[src/rtl/button_debouncer.sv]
// Synchronises and debounces WIDTH raw push-button pins into a clean level plus press/release pulses.
// Latency DEBOUNCE_CYCLES+2 edges from a settled pin change to the registered outputs; no backpressure.
module button_debouncer #(
    parameter int WIDTH           = 2,
    parameter int DEBOUNCE_CYCLES = 1000000,
    parameter bit ACTIVE_LOW      = 1'b1
) (
    input  logic             clk,
    input  logic             rst,
    input  logic [WIDTH-1:0] btn,
    output logic [WIDTH-1:0] level,
    output logic [WIDTH-1:0] press,
    // "release" is a reserved word in SystemVerilog, hence the suffix
    output logic [WIDTH-1:0] release_pulse
);

    localparam int CW = $clog2(DEBOUNCE_CYCLES + 1);
    localparam logic [CW-1:0] LAST = CW'(DEBOUNCE_CYCLES - 1);

    typedef enum logic [1:0] {
        RELEASED,
        PRESS_WAIT,
        PRESSED,
        RELEASE_WAIT
    } state_t;

    logic [WIDTH-1:0] sync1;
    logic [WIDTH-1:0] sync2;

    // Polarity is folded in ahead of the synchroniser so reset (0) means released.
    always_ff @(posedge clk or posedge rst) begin
        if (rst) begin
            sync1 <= '0;
            sync2 <= '0;
        end else begin
            sync1 <= btn ^ {WIDTH{ACTIVE_LOW}};
            sync2 <= sync1;
        end
    end

    for (genvar ch = 0; ch < WIDTH; ch++) begin : g_ch
        state_t        state;
        state_t        state_n;
        logic [CW-1:0] cnt;
        logic [CW-1:0] cnt_n;
        logic          s;
        logic          level_q, press_q, release_q;
        logic          level_n, press_n, release_n;

        assign s                 = sync2[ch];
        assign level[ch]         = level_q;
        assign press[ch]         = press_q;
        assign release_pulse[ch] = release_q;

        always_ff @(posedge clk or posedge rst) begin
            if (rst) begin
                state     <= RELEASED;
                cnt       <= '0;
                level_q   <= 1'b0;
                press_q   <= 1'b0;
                release_q <= 1'b0;
            end else begin
                state     <= state_n;
                cnt       <= cnt_n;
                level_q   <= level_n;
                press_q   <= press_n;
                release_q <= release_n;
            end
        end

        always_comb begin
            state_n = state;
            cnt_n   = cnt;
            case (state)
                RELEASED: begin
                    if (s) begin
                        if (DEBOUNCE_CYCLES == 1) begin
                            state_n = PRESSED;
                        end else begin
                            state_n = PRESS_WAIT;
                            cnt_n   = CW'(1);
                        end
                    end
                end
                PRESS_WAIT: begin
                    if (!s) begin
                        state_n = RELEASED;
                        cnt_n   = '0;
                    end else if (cnt == LAST) begin
                        state_n = PRESSED;
                        cnt_n   = '0;
                    end else begin
                        cnt_n = cnt + CW'(1);
                    end
                end
                PRESSED: begin
                    if (!s) begin
                        if (DEBOUNCE_CYCLES == 1) begin
                            state_n = RELEASED;
                        end else begin
                            state_n = RELEASE_WAIT;
                            cnt_n   = CW'(1);
                        end
                    end
                end
                RELEASE_WAIT: begin
                    if (s) begin
                        state_n = PRESSED;
                        cnt_n   = '0;
                    end else if (cnt == LAST) begin
                        state_n = RELEASED;
                        cnt_n   = '0;
                    end else begin
                        cnt_n = cnt + CW'(1);
                    end
                end
                default: begin
                    state_n = RELEASED;
                    cnt_n   = '0;
                end
            endcase
        end

        // Pulses fire only on entry to a stable state from the opposite side.
        always_comb begin
            press_n   = (state == RELEASED || state == PRESS_WAIT) && (state_n == PRESSED);
            release_n = (state == PRESSED || state == RELEASE_WAIT) && (state_n == RELEASED);
            level_n   = (state_n == PRESSED) || (state_n == RELEASE_WAIT);
        end
    end

endmodule

[config.mk]
export PLATFORM = sky130hd
export DESIGN_NAME = button_debouncer
export DESIGN_NICKNAME = d
export VERILOG_FILES = /design/src/rtl/button_debouncer.sv
export SDC_FILE = /design/constraint.sdc
export NUM_CORES = 1
export LEC_CHECK = 0
export ABC_AREA = 1
export CORE_ASPECT_RATIO = 1.4
export CORE_MARGIN = 8
export CORE_UTILIZATION = 57
export CTS_BUF_LIST = sky130_fd_sc_hd__clkbuf_8
export DETAILED_ROUTE_END_ITERATION = 10
export GPL_TIMING_DRIVEN = 0
export HOLD_SLACK_MARGIN = 0.03
export PLACE_DENSITY = 0.78
export SYNTH_ARGS = -nofsm -noshare
export SYNTH_HDL_FRONTEND = slang
export SYNTH_SLANG_ARGS = --single-unit
[constraint.sdc]
create_clock -name clk -period 1.6 [get_ports clk]
set_clock_uncertainty 0.15 [all_clocks]
set_input_delay 0.24 -clock clk [delete_from_list [all_inputs] [get_ports clk]]
set_output_delay 0.24 -clock clk [all_outputs]
set_load 0.005 [all_outputs]
==> results of run 1 <==
## what timing repair did
item / 4_1_cts / 5_1_grt
pin swaps: 13 / 24
gates cloned: 2 / 1
resized for setup: 49 / 72
endpoints found under the setup margin: 45 / 43
buffers inserted: 27 / 10
## synthesized netlist by cell type, drive strengths merged
cell type  count
nand2        113
nor2          92
inv           61
dfrtp         53
nand3         33
xor2          14
nand4         13
buf           11
o21ai          6
nor3           5
a21oi          3
xnor2          3
ha             2
nand3b         2
a31oi          1
o211ai         1
o21bai         1
o22ai          1
## registers in the layout, summed over array words and instances, names as in the netlist
signal          cells
g_ch.cnt           40
g_ch.level_q        2
g_ch.press_q        2
g_ch.release_q      2
g_ch.state          3
sync1               2
sync2               2
## worst paths after layout
kind,startpoint,endpoint,slack (ns),cells after the start
max reg2reg,g_ch[1].cnt[10],g_ch[1].cnt[8],-0.11,7
min reg2reg,sync1[0],sync2[0],0.21,0
max in group asynchronous,rst,g_ch[1].cnt[9],0.24,2
min in group asynchronous,rst,g_ch[1].cnt[16],0.41,2
max,g_ch[1].cnt[10],g_ch[1].cnt[8],-0.11,7
min,sync1[0],sync2[0],0.21,0
## routing by layer
layer | vias up | GRT usage, % | part of all wire, %
met5 | - | 0 | 0
met4 | 0 | 11.8 | 4.4
met3 | 31 | 3.11 | 3.0
met2 | 84 | 36.0 | 56
met1 | 1361 | 17.5 | 36
li1 | 1386 | - | -
## worst reg2reg max path, cell delays in order, from the launching register on
cell,delay [ns]
dfrtp_1,0.44
nor2_1,0.20
nand3_1,0.13
inv_1,0.10
nand3_2,0.11
a21oi_4,0.26
buf_6,0.18
nor2_1,0.04
## area by class of cell
cell class / count / area (um^2) / share of cell area, %
Buffer: 11 / 97.6 / 2.51
Clock buffer: 7 / 96.3 / 2.48
Clock inverter: 1 / 5.00 / 0.129
Inverter: 61 / 235 / 6.05
Multi-Input combinational cell: 290 / 1640 / 42.3
Sequential cell: 53 / 1330 / 34.2
Tap cell: 66 / 82.6 / 2.12
Timing Repair Buffer: 48 / 399 / 10.3
## kinds of logic after synthesis
| logic type | Yosys count |
|---|---|
| adders and majority gates | 2 |
| DFF | 53 |
| and+or+nand+nor | 258 |
| AOI/OAI and AO/OA | 13 |
| buffers and inverters | 72 |
| xor gates and xnor gates | 17 |
## where the power goes
part,switching (uW),total [uW],internal [uW]
Clock,439,831,392
Combinational,160,275,115
Sequential,25.7,1390,1360
Total,624,2500,1870
## metrics by stage
step,total power [uW],area [um^2],hold WS (ns),std cells
after floorplan,1530,2990,0.149,415
after global placement,1570,3160,0.184,490
after detailed placement,1570,3160,0.188,490
after CTS,2450,3600,0.209,527
after global routing,2580,3890,0.229,537
final,2500,3890,0.206,537
==> results.md, run 1 <==
- Tmin final: 1.71 ns
- Worst IR Drop VDD: 0.588 mV
- Synthesized Nets: 421
- Setup TNS: -1.63 ns
- Top-area cell type share of the netlist area: 44.4%
- Number of global-route vias before repair: 2945
- Slew @ Worst Pin: 1.13 ns
- First-pass GRT wire length: 12100 um
- Die height: 102 um
- H-tree depth: 2
- Mean Syn Cell Area: 7.19 um^2
- Number of diodes: 0
- Yosys warning count: 0
- Final max-slew violation count: 0
- #FFs+latches synth: 53
- Initial antenna violation count: 0
- Hold Vio Cnt, Final: 0
- Routed length per instance: 14.3 um
- Largest cells by area after synthesis: dfrtp_1, nand2_1, nor2_1
- Grt total ovfl: 0
- Vias after detailed routing: 2862
- Crit path kind: flop to flop
- TritonCTS clock tree: done
- Cell count after synthesis: 415
- Vias per cell: 5.33
- CP max stage cell: dfrtp_1
- First-pass detailed-route iteration total: 4
- Startpoint Class: flop
- Die Span X: 77.2 um
- DRC Markers: 0
- Row count: 31
- CP max FO: 6
- Initial core utilization: 58.3%
- Leak: 0.00182 uW
- Total Nets Final: 476
- # Max-Cap Violations: 0
- Area leader, netlist: dfrtp_1
- RSZ-0062 raised after global routing: true
- 1st-iter DRT viols: 199
- Largest family of logic cells by synthesized area: simple AND/OR/NAND/NOR gates
- Final core occ: 76.0%
- Synth Cell Area: 2980 um^2
- Global placement routability congestion: 0.925
- Distinct cells, synth: 26
- Clk buf depth: 2
- Xor/xnor share of the synthesized area: 4.99%
- Crit path DAT: 1.76 ns
- Remaining antenna violation count: 0
- Root Driver: clkbuf_8
- Synth Area in Compound Gates: 2.81%
- Total Wirelength: 7670 um
- Area share of and/or/nand/nor cells after synthesis: 36.3%
- Synth Area in Adders: 0.839%
- Relative slew slack: 24.5%
- # setup viols final: 27
- Status: finished, violations left
- Highest clock rate: 0.584 GHz
- CTS buffer count: 5
- Pwr dens: 641 nW/um^2
- WP data required: 1.65 ns
- Sequential share of the synthesized area: 44.4%
- Biggest cell delay along the critical path: 0.44 ns
- Area growth syn-to-layout: 30.4%
- Die area: 7840 um^2
- Port buffer count: 9
- Total of fill cells in the finished design: 385
- I/O Pins: 10
- Layout cells sized above 1: 31.8%
- Largest net degree at the start of global routing: 54
- Multiplexer area fraction after synthesis: 0%
- Core box area: 5120 um^2
- Hold crit path type: flop to flop
- Worst Path Buf+Inv: 2
- Failing checks: setup timing
- Crit path cell chain: nor2_1 -> nand3_1 -> inv_1 -> nand3_2 -> a21oi_4 -> buf_6 -> nor2_1
- Most common cell after layout, fill and taps aside: nand2_1
- Total Routing Usage GR: 18.6%
- Crit-path most repeated cell: nor2_1
- Final Cycle Share: 107%
- Worst Slack Setup Final: -0.112 ns
- Cts-stage hold buffer count: 0
- CTS sink cnt: 53
- CTS clock-pin slew for the worst setup and hold paths: 0.09 ns
- Worst Setup End Kind: flop
- Setup WS pre-CTS: -0.284 ns
- Worst-skew pair later-pin latency: 0.30 ns
- Hpwl dp: 4380 um
- Top delay family on crit path: simple AND/OR/NAND/NOR gates
- Highest-count cells in the layout ignoring fill and taps: nand2_1, nor2_1, dfrtp_1
(Power assumes the default switching activity.)
==> inputs of run 2 (changes only) <==
--- a/config.mk
+++ b/config.mk
@@ -6,14 +6,16 @@
 export NUM_CORES = 1
 export LEC_CHECK = 0
 export ABC_AREA = 1
+export ABC_CLOCK_PERIOD_IN_PS = 1600
+export CELL_PAD_IN_SITES_DETAIL_PLACEMENT = 0
+export CELL_PAD_IN_SITES_GLOBAL_PLACEMENT = 1
 export CORE_ASPECT_RATIO = 1.4
 export CORE_MARGIN = 8
-export CORE_UTILIZATION = 57
-export CTS_BUF_LIST = sky130_fd_sc_hd__clkbuf_8
+export CORE_UTILIZATION = 41
 export DETAILED_ROUTE_END_ITERATION = 10
 export GPL_TIMING_DRIVEN = 0
 export HOLD_SLACK_MARGIN = 0.03
-export PLACE_DENSITY = 0.78
+export PLACE_DENSITY_LB_ADDON = 0.1
 export SYNTH_ARGS = -nofsm -noshare
 export SYNTH_HDL_FRONTEND = slang
 export SYNTH_SLANG_ARGS = --single-unit
==> results.md, run 2 (synthesized netlist as in run 1, its figures left out) <==
- Overall Power: 2600 uW
- Die height: 117 um
- Worst Slack Setup Final: -0.103 ns
- CP max stage cell: dfrtp_1
- Reg-to-reg startpoint: g_ch[1].cnt[12]
- H-tree depth: 2
- Failing checks: setup timing
- Biggest regs: g_ch.cnt x40, g_ch.state x3
- FF-to-FF End: g_ch[1].cnt[13]
- CTS clock-pin slew for the worst setup and hold paths: 0.10 ns
- Routed length per instance: 12.7 um
- Worst Setup End Kind: flop
- Final max-slew violation count: 0
- TritonCTS clock tree: done
- Biggest cell delay along the critical path: 0.42 ns
- Reg2reg path depth: 7
- # setup viols final: 34
- Area growth syn-to-layout: 26.2%
- Slew @ Worst Pin: 1.14 ns
- Largest net degree at the start of global routing: 54
- Layout cells sized above 1: 25.7%
- I/O Pins: 10
- Hpwl dp: 4770 um
- Crit path kind: flop to flop
- Row count: 37
- Max FFs per register: 40
- Largest register by flop count: g_ch.cnt
- Leak: 0.00173 uW
- Relative slew slack: 24.2%
- Most common cell after layout, fill and taps aside: nand2_1
- Number of diodes: 0
- Clk buf depth: 2
- Status: finished, violations left
- Remaining antenna violation count: 0
- Startpoint Class: flop
- Die Span X: 88.1 um
- Grt total ovfl: 0
- Critical path capture point: g_ch[1].cnt[13]
- Highest-count cells in the layout ignoring fill and taps: nand2_1, inv_1, nor2_1
- Highest clock rate: 0.587 GHz
- Total Routing Usage GR: 14.6%
- CP max FO: 5
- Core box area: 7220 um^2
- CTS sink cnt: 53
- Global placement routability congestion: 0.838
- 1st-iter DRT viols: 56
- First-pass detailed-route iteration total: 5
- Port buffer count: 9
- Final Cycle Share: 106%
- CTS buffer count: 5
- Reg2Reg Setup Slack: -0.10 ns
- Die area: 10300 um^2
- Setup WS pre-CTS: -0.353 ns
- Worst IR Drop VDD: 0.452 mV
- Hold crit path type: input pin to async pin
- Initial core utilization: 41.3%
- Number of global-route vias before repair: 2588
- # Max-Cap Violations: 0
- Crit path cell chain: nor2_1 -> nand3_2 -> nor2_4 -> nand3_2 -> a21oi_4 -> buf_6 -> nor2_1
- Worst-skew pair later-pin latency: 0.31 ns
- Root Driver: clkbuf_8
- Crit path DAT: 1.76 ns
- Total Wirelength: 6990 um
- First-pass GRT wire length: 11600 um
- Tmin final: 1.70 ns
- Vias per cell: 4.80
- DRC Markers: 0
- Total Nets Final: 457
- Hold Vio Cnt, Final: 0
- Pwr dens: 690 nW/um^2
- Vias after detailed routing: 2637
- Initial antenna violation count: 0
- Final core occ: 52.1%
- Worst setup path startpoint: g_ch[1].cnt[12]
- RSZ-0062 raised after global routing: true
- WP data required: 1.66 ns
-- run 2: changes by cell type in the layout (fill, tap and decap cells not counted), sizes merged --
cell	before	now
clkinv	1	0
buf	50	31
clkbuf	7	6
clkdlybuf4s50	3	2
dlymetal6s2s	0	1
bufinv	0	1
clkinvlp	1	2
-- run 2: metal layers --
layer | vias to the layer above | part of all wire [%] | track usage (%)
met1 | 1252 | 39 | 14.6
li1 | 1339 | - | -
met4 | 0 | 2.5 | 7.47
met3 | 15 | 2.2 | 2.31
met5 | - | 0 | 0
met2 | 31 | 56 | 28.0
-- run 2: worst min path at each step --
stage                         from               to  slack [ns]  cells after the start
after detailed placement  sync1[0]         sync2[0]        0.18                      0
after CTS                 sync1[1]         sync2[1]        0.20                      0
after floorplan                rst   g_ch[0].cnt[0]        0.15                      1
after global routing           rst  g_ch[1].level_q        0.18                      2
final                          rst  g_ch[1].level_q        0.08                      2
after global placement    sync1[1]         sync2[1]        0.18                      0
-- run 2: where the power goes --
part	switching (uW)	internal (uW)	total, uW
logic	153	96.3	249
registers	25.5	1360	1390
clock network	452	509	961
-- run 2: timing repair --
| action | in CTS | in global routing |
|---|---|---|
| setup buffers | 12 | 5 |
| hold buffers | 0 | 0 |
| resized for setup | 42 | 64 |
| setup endpoints to repair | 46 | 46 |
| gates cloned | 2 | 1 |
| pin swaps | 13 | 13 |
-- run 2: stage by stage --
step / std cells / TNS, ns / hold slack (ns) / instance area [um^2]
finish: 549 / -2.03 / 0.0781 / 3770
global route: 549 / -5.64 / 0.184 / 3770
CTS: 543 / -2.27 / 0.205 / 3540
detailed placement: 521 / -17.26 / 0.185 / 3200
global placement: 521 / -15.36 / 0.183 / 3200
floorplan: 415 / 0 / 0.149 / 2990
-- run 2: final cells by class --
cell class,instances,area (um^2)
multi-input cells,290,1600
plain buffers,11,97.6
fillers,763,3460
repair buffers,29,263
clock buffers,6,82.6
flip-flops and latches,53,1330
inverters,61,235
well taps,97,121
clock inverters,2,37.5
-- run 2: critical path: cells and delay by family (launching register included) --
family	cells	cell delay, ns
buffers and inverters	1	0.19
AOI/OAI and AO/OA	1	0.26
DFF	1	0.42
and+or+nand+nor	5	0.58
==> inputs of run 3 (changes only) <==
--- a/config.mk
+++ b/config.mk
@@ -13,7 +13,7 @@
 export CORE_MARGIN = 8
 export CORE_UTILIZATION = 41
 export DETAILED_ROUTE_END_ITERATION = 10
-export GPL_TIMING_DRIVEN = 0
+export GPL_TIMING_DRIVEN = 1
 export HOLD_SLACK_MARGIN = 0.03
 export PLACE_DENSITY_LB_ADDON = 0.1
 export SYNTH_ARGS = -nofsm -noshare
==> results.md, run 3 (synthesized netlist as in run 1, its figures left out) <==
- Status: finished, violations left
- Failing checks: setup timing
- Biggest regs: g_ch.cnt x40, g_ch.state x3
- Clock Power Share: 36.7%
- Global placement routability congestion: 0.827
- Total Wirelength: 7010 um
- Startpoint Class: flop
- TritonCTS clock tree: done
- Core box area: 7220 um^2
- Port buffer count: 9
- I/O Pins: 10
- Number of diodes: 0
- Highest-count cells in the layout ignoring fill and taps: nand2_1, nor2_1, buf_4
- Slew @ Worst Pin: 0.280 ns
- H-tree depth: 2
- Vias per cell: 4.63
- Most common cell after layout, fill and taps aside: nand2_1
- First-pass detailed-route iteration total: 4
- Final max-slew violation count: 0
- Highest clock rate: 0.620 GHz
- Routed length per instance: 11.9 um
- RSZ-0062 raised after global routing: true
- Worst IR Drop VDD: 0.525 mV
- Crit path kind: flop to flop
- Die area: 10300 um^2
- Remaining antenna violation count: 0
- Net switching fraction of the power: 23.3%
- Total Nets Final: 499
- WP data required: 1.65 ns
- Relative slew slack: 81.2%
- Placed instance count: 575
- Internal Power: 1990 uW
- Die Span X: 88.1 um
- Worst Slack Setup Final: -0.0128 ns
- Max FFs per register: 40
- Layout cells sized above 1: 28.7%
- CTS sink cnt: 53
- Grt total ovfl: 0
- Hold Vio Cnt, Final: 0
- DRC Markers: 0
- Comb pwr share: 9.9%
- Area growth syn-to-layout: 35.4%
- Root Driver: clkbuf_8
- Reg-to-reg startpoint: g_ch[0].cnt[1]
- CP max FO: 4
- Reg2reg path depth: 9
- Worst Setup End Kind: flop
- NetSw: 606 uW
- First-pass GRT wire length: 12100 um
- 1st-iter DRT viols: 66
- Total Routing Usage GR: 15.1%
- CTS buffer count: 5
- Reg2Reg Setup Slack: -0.01 ns
- Vias after detailed routing: 2739
- Tmin final: 1.61 ns
- Final Cycle Share: 101%
- Number of global-route vias before repair: 2753
- Worst-skew pair later-pin latency: 0.31 ns
- Pwr dens: 642 nW/um^2
- Largest register by flop count: g_ch.cnt
- Design Area, Final: 4040 um^2
- Crit path DAT: 1.67 ns
- Hold crit path type: input pin to async pin
- # setup viols final: 2
- Leak: 0.00194 uW
- Layout Cells excl Fill: 591
- CTS clock-pin slew for the worst setup and hold paths: 0.10 ns
- Initial antenna violation count: 0
- Largest net degree at the start of global routing: 54
- Clk buf depth: 2
- Row count: 37
- # Max-Cap Violations: 0
- Initial core utilization: 41.3%
- Hpwl dp: 5320 um
- Placed instance area: 3640 um^2
- FF-to-FF End: g_ch[0].state[1]
- Sequential Power Share: 53.5%
- Die height: 117 um
run 3: cell count changes in the layout (fill, tap and decap cells not counted), moves of 3 or more:
| cell | before | now |
|---|---|---|
| dfrtp_2 | 5 | 2 |
| nor2_2 | 29 | 16 |
| nand2_2 | 9 | 15 |
| buf_4 | 19 | 67 |
| buf_6 | 10 | 3 |
| nand2_1 | 100 | 96 |
| buf_12 | 0 | 3 |
| dfrtp_1 | 48 | 51 |
| dlygate4sd2_1 | 6 | 0 |
| clkdlybuf4s50_1 | 2 | 8 |
| nor2_1 | 53 | 68 |
run 3: stage by stage:
| step | util [%] | hold WS [ns] | TNS, ns | setup slack, ns | total power [uW] |
|---|---|---|---|---|---|
| final | 56.0 | 0.197 | -0.0254 | -0.0128 | 2600 |
| after global routing | 56.0 | 0.215 | -1.93 | -0.110 | 2720 |
| after CTS | 53.5 | 0.207 | -0.112 | -0.0383 | 2620 |
| after detailed placement | 50.4 | 0.191 | -2.61 | -0.104 | 1640 |
| after global placement | 50.4 | 0.182 | -2.35 | -0.0996 | 1640 |
| after floorplan | - | 0.149 | 0 | 0.00103 | 1530 |
run 3: worst max path at each step:
stage	slack [ns]	endpoint	depth (start not counted)	from
after floorplan	0.001	g_ch[0].cnt[5]	9	g_ch[0].cnt[0]
after global placement	-0.1	g_ch[0].cnt[9]	9	g_ch[0].cnt[15]
after detailed placement	-0.10	g_ch[1].cnt[10]	9	g_ch[1].cnt[0]
after CTS	-0.04	g_ch[0].state[1]	9	g_ch[0].cnt[1]
after global routing	-0.11	g_ch[0].state[1]	9	g_ch[0].cnt[1]
final	-0.01	g_ch[0].state[1]	9	g_ch[0].cnt[1]
run 3: power groups by stage:
stage | Sequential, uW | Combinational, uW | Clock, uW
after global placement | 1410 | 229 | 0
after global routing | 1390 | 284 | 1050
after detailed placement | 1410 | 231 | 0
final | 1390 | 256 | 952
after CTS | 1380 | 242 | 992
after floorplan | 1410 | 120 | 0
run 3: cell type report:
type,count,area [um^2]
inverter,61,240
fill,718,3180
timing repair buffer,82,689
tap,97,121
multi-input combinational,290,1550
sequential,53,1330
clock buffer,7,86.3
clock inverter,1,30.0
run 3: metal layers:
metal | up-vias | GRT usage, % | part of all wire, %
met5 | - | 0 | 0
met4 | 0 | 5.55 | 2.2
met3 | 12 | 2.59 | 1.8
met2 | 26 | 30.1 | 57
met1 | 1275 | 14.8 | 39
li1 | 1426 | - | -
run 3: timing repair:
action | in CTS | in global routing
endpoints found under the setup margin | 41 | 46
pin swaps | 4 | 11
buffers inserted | 1 | 7
cloned | 0 | 0
gates resized for setup | 30 | 41
hold buffers | 0 | 0
run 3: worst max-delay path, cell delays in order (launching register included):
cell and delay (ns):
dfrtp_1 0.37, ha_2 0.19, nand3_2 0.10, nor2_4 0.11, buf_6 0.11, nand4_1 0.20
inv_1 0.12, nand2_2 0.06, nand2_2 0.07, inv_1 0.04
